File: src/rtl/gshare_branch_predictor.sv
// Gshare/bimodal direction predictor: PHT of saturating counters, speculative GHR
// with mispredict repair from a pipelined snapshot, and saturating statistics.
module gshare_branch_predictor #(
    parameter int PC_W   = 8,
    parameter int IDX_W  = 6,
    parameter int CNT_W  = 2,
    parameter int GHR_W  = 6,
    parameter int MODE   = 1,
    parameter int STAT_W = 16
) (
    input  logic              clk,
    input  logic              reset,
    input  logic              fetch_valid,
    input  logic              fetch_is_branch,
    input  logic [PC_W-1:0]   fetch_pc,
    output logic              prediction,
    output logic [GHR_W-1:0]  pred_ghr,
    input  logic              upd_valid,
    input  logic [PC_W-1:0]   upd_pc,
    input  logic [GHR_W-1:0]  upd_ghr,
    input  logic              upd_taken,
    input  logic              upd_mispredict,
    output logic [GHR_W-1:0]  ghr,
    output logic [STAT_W-1:0] lookup_cnt,
    output logic [STAT_W-1:0] mispred_cnt
);

    localparam int DEPTH = 1 << IDX_W;
    localparam logic [CNT_W-1:0]  CNT_INIT = CNT_W'((1 << (CNT_W - 1)) - 1);
    localparam logic [CNT_W-1:0]  CNT_MAX  = '1;
    localparam logic [STAT_W-1:0] STAT_MAX = '1;

    if (GHR_W > IDX_W) begin : g_chk_ghr
        $error("GHR_W must not exceed IDX_W");
    end
    if (PC_W < IDX_W) begin : g_chk_pc
        $error("PC_W must be at least IDX_W");
    end
    if (CNT_W < 2 || CNT_W > 4) begin : g_chk_cnt
        $error("CNT_W must be in 2..4");
    end

    logic [CNT_W-1:0]  pht_q [DEPTH];
    logic [GHR_W-1:0]  ghr_q, ghr_d;
    logic [STAT_W-1:0] lookup_q, lookup_d;
    logic [STAT_W-1:0] mispred_q, mispred_d;

    logic [IDX_W-1:0] fhist, uhist, fidx, uidx;
    logic [CNT_W-1:0] cnt_cur, cnt_nxt;
    logic             repair, fetch_br;

    // Update index uses the snapshot that travelled with the branch, never the live GHR.
    assign fhist = (MODE != 0) ? IDX_W'(ghr_q)   : '0;
    assign uhist = (MODE != 0) ? IDX_W'(upd_ghr) : '0;
    assign fidx  = fetch_pc[IDX_W-1:0] ^ fhist;
    assign uidx  = upd_pc[IDX_W-1:0] ^ uhist;

    assign prediction = pht_q[fidx][CNT_W-1];
    assign pred_ghr   = ghr_q;
    assign ghr        = ghr_q;
    assign lookup_cnt  = lookup_q;
    assign mispred_cnt = mispred_q;

    assign repair   = upd_valid & upd_mispredict;
    assign fetch_br = fetch_valid & fetch_is_branch;

    always_comb begin
        cnt_cur = pht_q[uidx];
        cnt_nxt = cnt_cur;
        if (upd_taken) begin
            if (cnt_cur != CNT_MAX) cnt_nxt = cnt_cur + 1'b1;
        end else begin
            if (cnt_cur != '0) cnt_nxt = cnt_cur - 1'b1;
        end
    end

    always_ff @(posedge clk or negedge reset) begin
        if (!reset) begin
            for (int i = 0; i < DEPTH; i++) pht_q[i] <= CNT_INIT;
        end else if (upd_valid) begin
            pht_q[uidx] <= cnt_nxt;
        end
    end

    // A repair wins over a same-cycle fetch shift: that fetch is on the wrong path.
    always_comb begin
        ghr_d     = ghr_q;
        lookup_d  = lookup_q;
        mispred_d = mispred_q;
        if (repair) begin
            ghr_d = {upd_ghr[GHR_W-2:0], upd_taken};
            if (mispred_q != STAT_MAX) mispred_d = mispred_q + 1'b1;
        end else if (fetch_br) begin
            ghr_d = {ghr_q[GHR_W-2:0], prediction};
            if (lookup_q != STAT_MAX) lookup_d = lookup_q + 1'b1;
        end
    end

    always_ff @(posedge clk or negedge reset) begin
        if (!reset) begin
            ghr_q     <= '0;
            lookup_q  <= '0;
            mispred_q <= '0;
        end else begin
            ghr_q     <= ghr_d;
            lookup_q  <= lookup_d;
            mispred_q <= mispred_d;
        end
    end

endmodule
File: config.mk
export PLATFORM = sky130hd
export DESIGN_NAME = gshare_branch_predictor
export DESIGN_NICKNAME = d
export VERILOG_FILES = /design/src/rtl/gshare_branch_predictor.sv
export SDC_FILE = /design/constraint.sdc
export NUM_CORES = 1
export LEC_CHECK = 0
export ABC_AREA = 1
export BUFFER_PORTS_ARGS = -buffer_cell sky130_fd_sc_hd__buf_2
export CORE_MARGIN = 10
export CORE_UTILIZATION = 65
export CTS_BUF_LIST = sky130_fd_sc_hd__clkbuf_4
export DETAILED_ROUTE_END_ITERATION = 10
export HOLD_SLACK_MARGIN = 0.02
export PLACE_DENSITY = 0.86
export SETUP_SLACK_MARGIN = 0.02
export SLEW_MARGIN = 20
export SYNTH_ARGS = -nofsm -noshare
export SYNTH_HDL_FRONTEND = slang
export SYNTH_SLANG_ARGS = --single-unit
export TNS_END_PERCENT = 100
File: constraint.sdc
create_clock -name clk -period 4.1 [get_ports clk]
set_clock_uncertainty 0.05 [all_clocks]
set_input_delay 0.82 -clock clk [delete_from_list [all_inputs] [get_ports clk]]
set_output_delay 0.82 -clock clk [all_outputs]
set_load 0.05 [all_outputs]
==> results.json, run 1 <==
{
  "drt-wirelength-per-cell_um": 16.1,
  "rsz0062_at_grt": "no",
  "stdcell_count": 1708,
  "syn_to_final_growth_pct": 7.11,
  "yosysSeqAreaShare_pct": 42.3,
  "rows": 45,
  "portBuffers": 69,
  "fillers": 1251,
  "async_flop_share_pct": 100,
  "dp_hpwl_um": 18900,
  "placed_cell_area_mm2": 0.0104,
  "cts_tree": "yes",
  "swShare_pct": 43.2,
  "numCtsBuffers": 17,
  "die_y_um": 144,
  "htreeDepth": 4,
  "grt_max_degree": 93,
  "synth_area_mm2": 0.0100,
  "cts-root-buf": "clkbuf_4",
  "drive_gt1_share_pct": 13.4,
  "synth.avg_cell_area_um2": 6.87,
  "cts_hold_buf": 0,
  "hold_class": "input pin to async pin",
  "tightest_slew_ps": 875,
  "crit_type": "flop to primary output",
  "synth_cells": 1456,
  "crit_path_end_kind": "primary output",
  "crit_path_end": "prediction",
  "relSlewSlack_pct": 41.7,
  "synth_largest_area_cell": "dfrtp_1",
  "drv_cap": 0,
  "antenna_left": 0,
  "leakage_nw": 5.44,
  "fin_tns_setup_ps": 0,
  "fin_util_pct": 70.8,
  "dp_cells": 1674,
  "timing.rr.start": "pht_q[61]$_DFFE_PN0P_",
  "reg2reg_to": "pht_q[33]$_DFFE_PN0P_",
  "initial_core_util_pct": 66.1,
  "synth_top_cell_area_share_pct": 25.5,
  "synth_most_common_cell": "nand2_1",
  "p_clk_share_pct": 17.4,
  "synth_cell_types": 28,
  "final-setup-viol-count": 0,
  "status": "completed",
  "p_comb_share_pct": 37.1,
  "synth_common_cells": "543 x nand2_1, 243 x inv_1, 235 x nand3_1",
  "synth_edf_count": 0,
  "io_pins": 74,
  "min_period_ps": 3730,
  "ir_drop_mv": 0.314,
  "hold_viol": 0,
  "place_congestion": 0.971,
  "whs_ps": 205,
  "worst-path-max-fanout": 16,
  "wl_um": 27500,
  "gr-total-overflow": 0,
  "dieArea_mm2": 0.0208,
  "vias_per_cell": 5.63,
  "cp.required_ps": 3230,
  "p_int_mw": 3.14,
  "synth_warnings": 0,
  "grt.total_usage_pct": 27.6,
  "drt-initial-drc-count": 1206,
  "yosys-top-cells-area": "dfrtp_1 26%, nand2_1 20%, dfstp_2 17%",
  "p_sw_mw": 2.39,
  "finalCritPeriodShare_pct": 90.9,
  "remaining_drc_errors": 0,
  "cp-startpoint": "ghr[1]$_DFFE_PN0P_",
  "synthesis.nets": 1487,
  "grt_pass1_wl_um": 45400,
  "rr_worst_depth": 13,
  "final_nets": 1536,
  "vias": 9622,
  "ff2ff_setup_slack_ps": 1810,
  "fmax_ghz": 0.268,
  "cp-start-kind": "flop",
  "core_mm2": 0.0151,
  "fin_area_mm2": 0.0107,
  "cts.sinks": 166,
  "p_seq_share_pct": 45.5,
  "powerDensity_mw_per_mm2": 516,
  "grt_pass1_vias": 9252,
  "cts.clk_slew.worst_paths_ps": 140,
  "die-width_um": 144,
  "maxSlewViolCount": 0,
  "synth-seq-cells": 166,
  "crit_arrival_ps": 2860,
  "synth_flop_cell": "dfrtp_1",
  "firstDrtPassIters": 7,
  "antenna_found_initial": 3,
  "cts.path.max_buffers": 2,
  "clock_latency_ps": 620
}
-- cell families (layout without fill, tap and decap cells) --
family / after synthesis / in the layout / share of synthesized area (%)
simple gates: 904 / 904 / 37.7
buf+inv: 309 / 371 / 13.5
flops: 166 / 166 / 42.3
xor+xnor: 38 / 38 / 3.40
compound gates: 36 / 36 / 2.64
fa+ha+maj: 2 / 2 / 0.250
mux: 1 / 1 / 0.113
other cells: 0 / 2 / 0
-- per-layer routing --
layer,share of wire [%],track usage [%],vias up
met5,0.047,0,-
met2,46,43.7,502
met3,11,7.97,97
met1,39,34.2,4459
met4,4.1,12.6,2
li1,-,-,4562
-- worst min-delay path by stage --
stage / from / endpoint / slack [ps] / cells after the start
2_1_floorplan: pht_q[100]$_DFFE_PN1P_ / pht_q[100]$_DFFE_PN1P_ / 400 / 2
5_1_grt: reset / pht_q[23]$_DFFE_PN0P_ / 240 / 1
3_5_place_dp: pht_q[54]$_DFFE_PN1P_ / pht_q[54]$_DFFE_PN1P_ / 410 / 2
6_report: reset / pht_q[51]$_DFFE_PN0P_ / 210 / 1
3_3_place_gp: pht_q[54]$_DFFE_PN1P_ / pht_q[54]$_DFFE_PN1P_ / 400 / 2
4_1_cts: reset / pht_q[51]$_DFFE_PN0P_ / 250 / 1
-- per-stage QoR --
step / setup WS [ps] / total power [mW]
after floorplan: 925 / 4.03
after global placement: 458 / 4.50
after detailed placement: 397 / 4.56
after CTS: 185 / 5.50
after global routing: 194 / 5.91
final: 371 / 5.54
-- cell usage in the layout (no fill, tap or decap), drive strengths merged --
master	Yosys	final
buf	47	90
o22ai	1	1
nand4	7	7
diode	0	2
dfrtp	102	102
o211ai	33	33
clkinvlp	0	4
nand2	546	546
xnor2	20	20
nand3b	4	4
xor2	18	18
clkbuf	13	18
ha	2	2
dfstp	64	64
nand3	235	235
nor4	4	4
inv	248	253
nor3	22	22
mux2	1	1
nor2	86	86
clkinv	1	5
o21ai	2	2
bufinv	0	1
-- registers in the layout, summed over array words and instances (netlist names) --
signal / count
mispred_cnt: 16
ghr: 6
lookup_cnt: 16
pht_q: 128
-- area by class of cell --
class	instances	area [µm²]	area share (%)
Sequential cell	166	4230	39.5
Clock inverter	14	141	1.32
Antenna cell	2	5.00	0.0467
Multi-Input combinational cell	981	4460	41.6
Inverter	249	935	8.72
Timing Repair Buffer	90	572	5.33
Tap cell	188	235	2.19
Clock buffer	18	135	1.26
-- power by group through the flow --
stage               clock (mW)  sequential (mW)  combinational, mW
floorplan                    0             2.68               1.35
global route              1.05             2.58               2.28
global placement             0             2.52               1.98
finish                   0.964             2.52               2.05
CTS                      0.967             2.51               2.03
detailed placement           0             2.53               2.03
-- timing repair --
item,CTS,global route
gates resized for setup,0,1
buffers inserted,0,0
setup endpoints to repair,0,1
-- critical path, cell delays in order, from the launching register on --
cell and delay [ps]:
dfrtp_1 470, xnor2_1 190, inv_1 490, o211ai_1 250
nand3_1 160, nand3_1 80, nand3_1 90, nand3b_1 70
nand2_1 140, buf_2 300
(Power assumes the default switching activity.)
==> run 2: changes to the inputs <==
--- a/config.mk
+++ b/config.mk
@@ -5,14 +5,13 @@
 export SDC_FILE = /design/constraint.sdc
 export NUM_CORES = 1
 export LEC_CHECK = 0
-export ABC_AREA = 1
 export BUFFER_PORTS_ARGS = -buffer_cell sky130_fd_sc_hd__buf_2
 export CORE_MARGIN = 10
-export CORE_UTILIZATION = 65
+export CORE_UTILIZATION = 35
 export CTS_BUF_LIST = sky130_fd_sc_hd__clkbuf_4
 export DETAILED_ROUTE_END_ITERATION = 10
 export HOLD_SLACK_MARGIN = 0.02
-export PLACE_DENSITY = 0.86
+export PLACE_DENSITY = 0.53
 export SETUP_SLACK_MARGIN = 0.02
 export SLEW_MARGIN = 20
 export SYNTH_ARGS = -nofsm -noshare
==> run 2 against run 1 <==
Against the previous run: global-route usage decreased by 12 points; die area is 49% higher; synthesized cell count shrank 45%; clock power is 26% higher; highest routed layer is now met4; first-iteration DRC count shrank 49%; largest power group unchanged; register-to-register slack worse by 720 ps; non-clock buffer count increased by 31; flip-flop and latch count stayed put; largest cell class is now flip-flops and latches; final area is 6.6% lower.
==> results.json, run 2 <==
{
  "synth_most_common_cell": "nand2_1",
  "synth-seq-cells": 166,
  "slowest_delay_ps": 530,
  "whs_ps": 257,
  "p_clk_share_pct": 24.0,
  "rsz0062_at_grt": "yes",
  "async_flop_share_pct": 100,
  "initial_core_util_pct": 35.9,
  "syn_to_final_growth_pct": 17.8,
  "largest_reg_flops": 128,
  "antenna_found_initial": 1,
  "synth_edf_count": 0,
  "fin_area_mm2": 0.0100,
  "final-setup-viol-count": 0,
  "firstDrtPassIters": 5,
  "drv_cap": 0,
  "fin_tns_setup_ps": 0,
  "synth_warnings": 0,
  "gr-total-overflow": 0,
  "yosys-top-cells-area": "dfrtp_1 30%, dfstp_2 20%, nand2_1 9.7%",
  "antenna_left": 0,
  "vias_per_cell": 5.13,
  "swShare_pct": 35.0,
  "synth_cell_types": 43,
  "synth_common_cells": "219 x nand2_1, 102 x dfrtp_1, 75 x o21ai_0",
  "dieArea_mm2": 0.0309,
  "cts.sinks": 166,
  "finalCritPeriodShare_pct": 96.6,
  "critPathSlowestCell": "mux4_2",
  "crit_path_end_kind": "primary output",
  "regMostFlops": "pht_q",
  "maxSlewViolCount": 0,
  "cts.path.max_buffers": 2,
  "grt.total_usage_pct": 15.6,
  "leakage_nw": 4.16,
  "synth_flop_cell": "dfrtp_1",
  "crit_type": "flop to primary output",
  "hold_class": "input pin to async pin",
  "relSlewSlack_pct": 45.8,
  "cp-start-kind": "flop",
  "cp.required_ps": 3230,
  "die-width_um": 176,
  "placed_cell_area_mm2": 0.00953,
  "drt-wirelength-per-cell_um": 19.2,
  "numCtsBuffers": 17,
  "synth_cells": 797,
  "remaining_drc_errors": 0,
  "p_total_mw": 5.05,
  "grt_pass1_vias": 6424,
  "synth_area_mm2": 0.00850,
  "core_mm2": 0.0237,
  "synthesis.nets": 828,
  "layout_commonest_cell": "nand2_1",
  "vias": 6320,
  "grt_max_degree": 80,
  "synth_largest_area_cell": "dfrtp_1",
  "place_congestion": 0.840,
  "cts-root-buf": "clkbuf_4",
  "fmax_ghz": 0.253,
  "yosysSeqAreaShare_pct": 49.8,
  "wl_um": 23700,
  "hold_viol": 0,
  "cts_tree": "yes",
  "rows": 56,
  "tightest_slew_ps": 807,
  "fillers": 2352,
  "p_sw_mw": 1.77,
  "seq_area_mm2": 0.00424,
  "worst-path-max-fanout": 4,
  "synth.avg_cell_area_um2": 10.7,
  "min_period_ps": 3960,
  "synth_top_cell_area_share_pct": 30.0,
  "final_nets": 931,
  "cts.clk_slew.worst_paths_ps": 140,
  "p_comb_share_pct": 30.8,
  "status": "completed",
  "dp_hpwl_um": 17200,
  "htreeDepth": 4,
  "powerDensity_mw_per_mm2": 505,
  "clock_latency_ps": 550,
  "final_cell_mix": "219 x nand2_1, 101 x dfrtp_1, 75 x o21ai_0",
  "ir_drop_mv": 0.231,
  "drt-initial-drc-count": 611,
  "grt_pass1_wl_um": 37900,
  "crit_arrival_ps": 3090,
  "multi_input_area_mm2": 0.00410,
  "path_common_cell": "mux4_2",
  "die_y_um": 176,
  "p_seq_share_pct": 45.3,
  "portBuffers": 69,
  "p_int_mw": 3.29,
  "crit_chain": "xnor2_4, clkbuf_16, buf_4, mux4_2, mux4_2, mux2i_1, a21oi_2, buf_6",
  "io_pins": 74,
  "drive_gt1_share_pct": 35.7
}
-- run 2: cell types whose count changed after synthesis, sizes merged, moves of 11 or more --
cell	previous run	this run
buf	47	23
inv	248	1
mux2	1	12
mux2i	0	14
mux4	0	38
nand2	546	219
nand3	235	22
nor2	86	26
nor3	22	8
o211ai	33	0
o21ai	2	136
xnor2	20	32
-- run 2: per-stage QoR --
stage	utilization, %	setup slack (ps)	instances
2_1_floorplan	-	282	797
3_3_place_gp	40.2	121	1193
3_5_place_dp	40.2	143	1193
4_1_cts	42.0	33.3	1230
5_1_grt	42.3	-6.16	1233
6_report	42.3	140	1233
-- run 2: final cells by class --
| class | count | share of cell area, % |
|---|---|---|
| clock inverters | 13 | 2.29 |
| diodes | 1 | 0.0250 |
| flip-flops and latches | 166 | 42.3 |
| inverters | 1 | 0.0375 |
| multi-input cells | 593 | 41.0 |
| well taps | 319 | 3.99 |
| clock buffers | 19 | 1.42 |
| repair buffers | 121 | 8.97 |
-- run 2: worst paths after layout --
kind,slack (ps),startpoint,cells after the start,end
setup / recovery,140,ghr[0]$_DFFE_PN0P_,8,prediction
max in group asynchronous,2970,reset,2,pht_q[86]$_DFFE_PN1P_
hold reg to reg,420,pht_q[24]$_DFFE_PN1P_,2,pht_q[24]$_DFFE_PN1P_
hold / removal,260,reset,1,pht_q[69]$_DFFE_PN0P_
setup reg to reg,1090,ghr[0]$_DFFE_PN0P_,11,ghr[0]$_DFFE_PN0P_
min in group clk,420,pht_q[24]$_DFFE_PN1P_,2,pht_q[24]$_DFFE_PN1P_
-- run 2: timing repair --
item	4_1_cts	5_1_grt
hold buffers	0	0
buffers inserted	5	1
resized for setup	2	8
setup endpoints to repair	1	1
pin swaps	0	3
gates cloned	0	1
-- run 2: routing by layer --
metal / vias to the layer above / GRT usage, % / wire length, µm / share of wire [%]
met5: - / 0 / 0 / 0
met4: 0 / 3.99 / 371 / 1.6
met3: 22 / 3.30 / 1080 / 4.5
met2: 130 / 25.6 / 11700 / 49
met1: 3128 / 20.5 / 10500 / 44
li1: 3040 / - / - / -
-- run 2: worst max-delay path, delay by kind of cell, from the launching register on --
kind / cells / cell delay, ps
XOR/XNOR: 1 / 240
flip-flops: 1 / 470
AO/OA/AOI/OAI: 1 / 100
multiplexers: 3 / 1230
buffers and inverters: 3 / 490
-- run 2: cells by family (layout without fill, tap and decap cells) --
| family | Yosys count | count (layout) | synth area share, % |
|---|---|---|---|
| muxes | 64 | 64 | 13.4 |
| buffers and inverters | 38 | 154 | 2.72 |
| DFF | 166 | 166 | 49.8 |
| adders and majority gates | 3 | 3 | 0.456 |
| xor gates and xnor gates | 46 | 46 | 5.14 |
| AOI/OAI and AO/OA | 177 | 177 | 13.7 |
| and+or+nand+nor | 303 | 303 | 14.7 |
| other | 0 | 1 | 0 |
-- run 2: power groups by stage --
stage | logic (mW) | registers (mW) | clock network [mW]
after floorplan | 0.868 | 2.46 | 0
after detailed placement | 1.52 | 2.32 | 0
final | 1.56 | 2.29 | 1.21
after CTS | 1.54 | 2.29 | 1.25
after global placement | 1.50 | 2.31 | 0
after global routing | 1.69 | 2.34 | 1.33
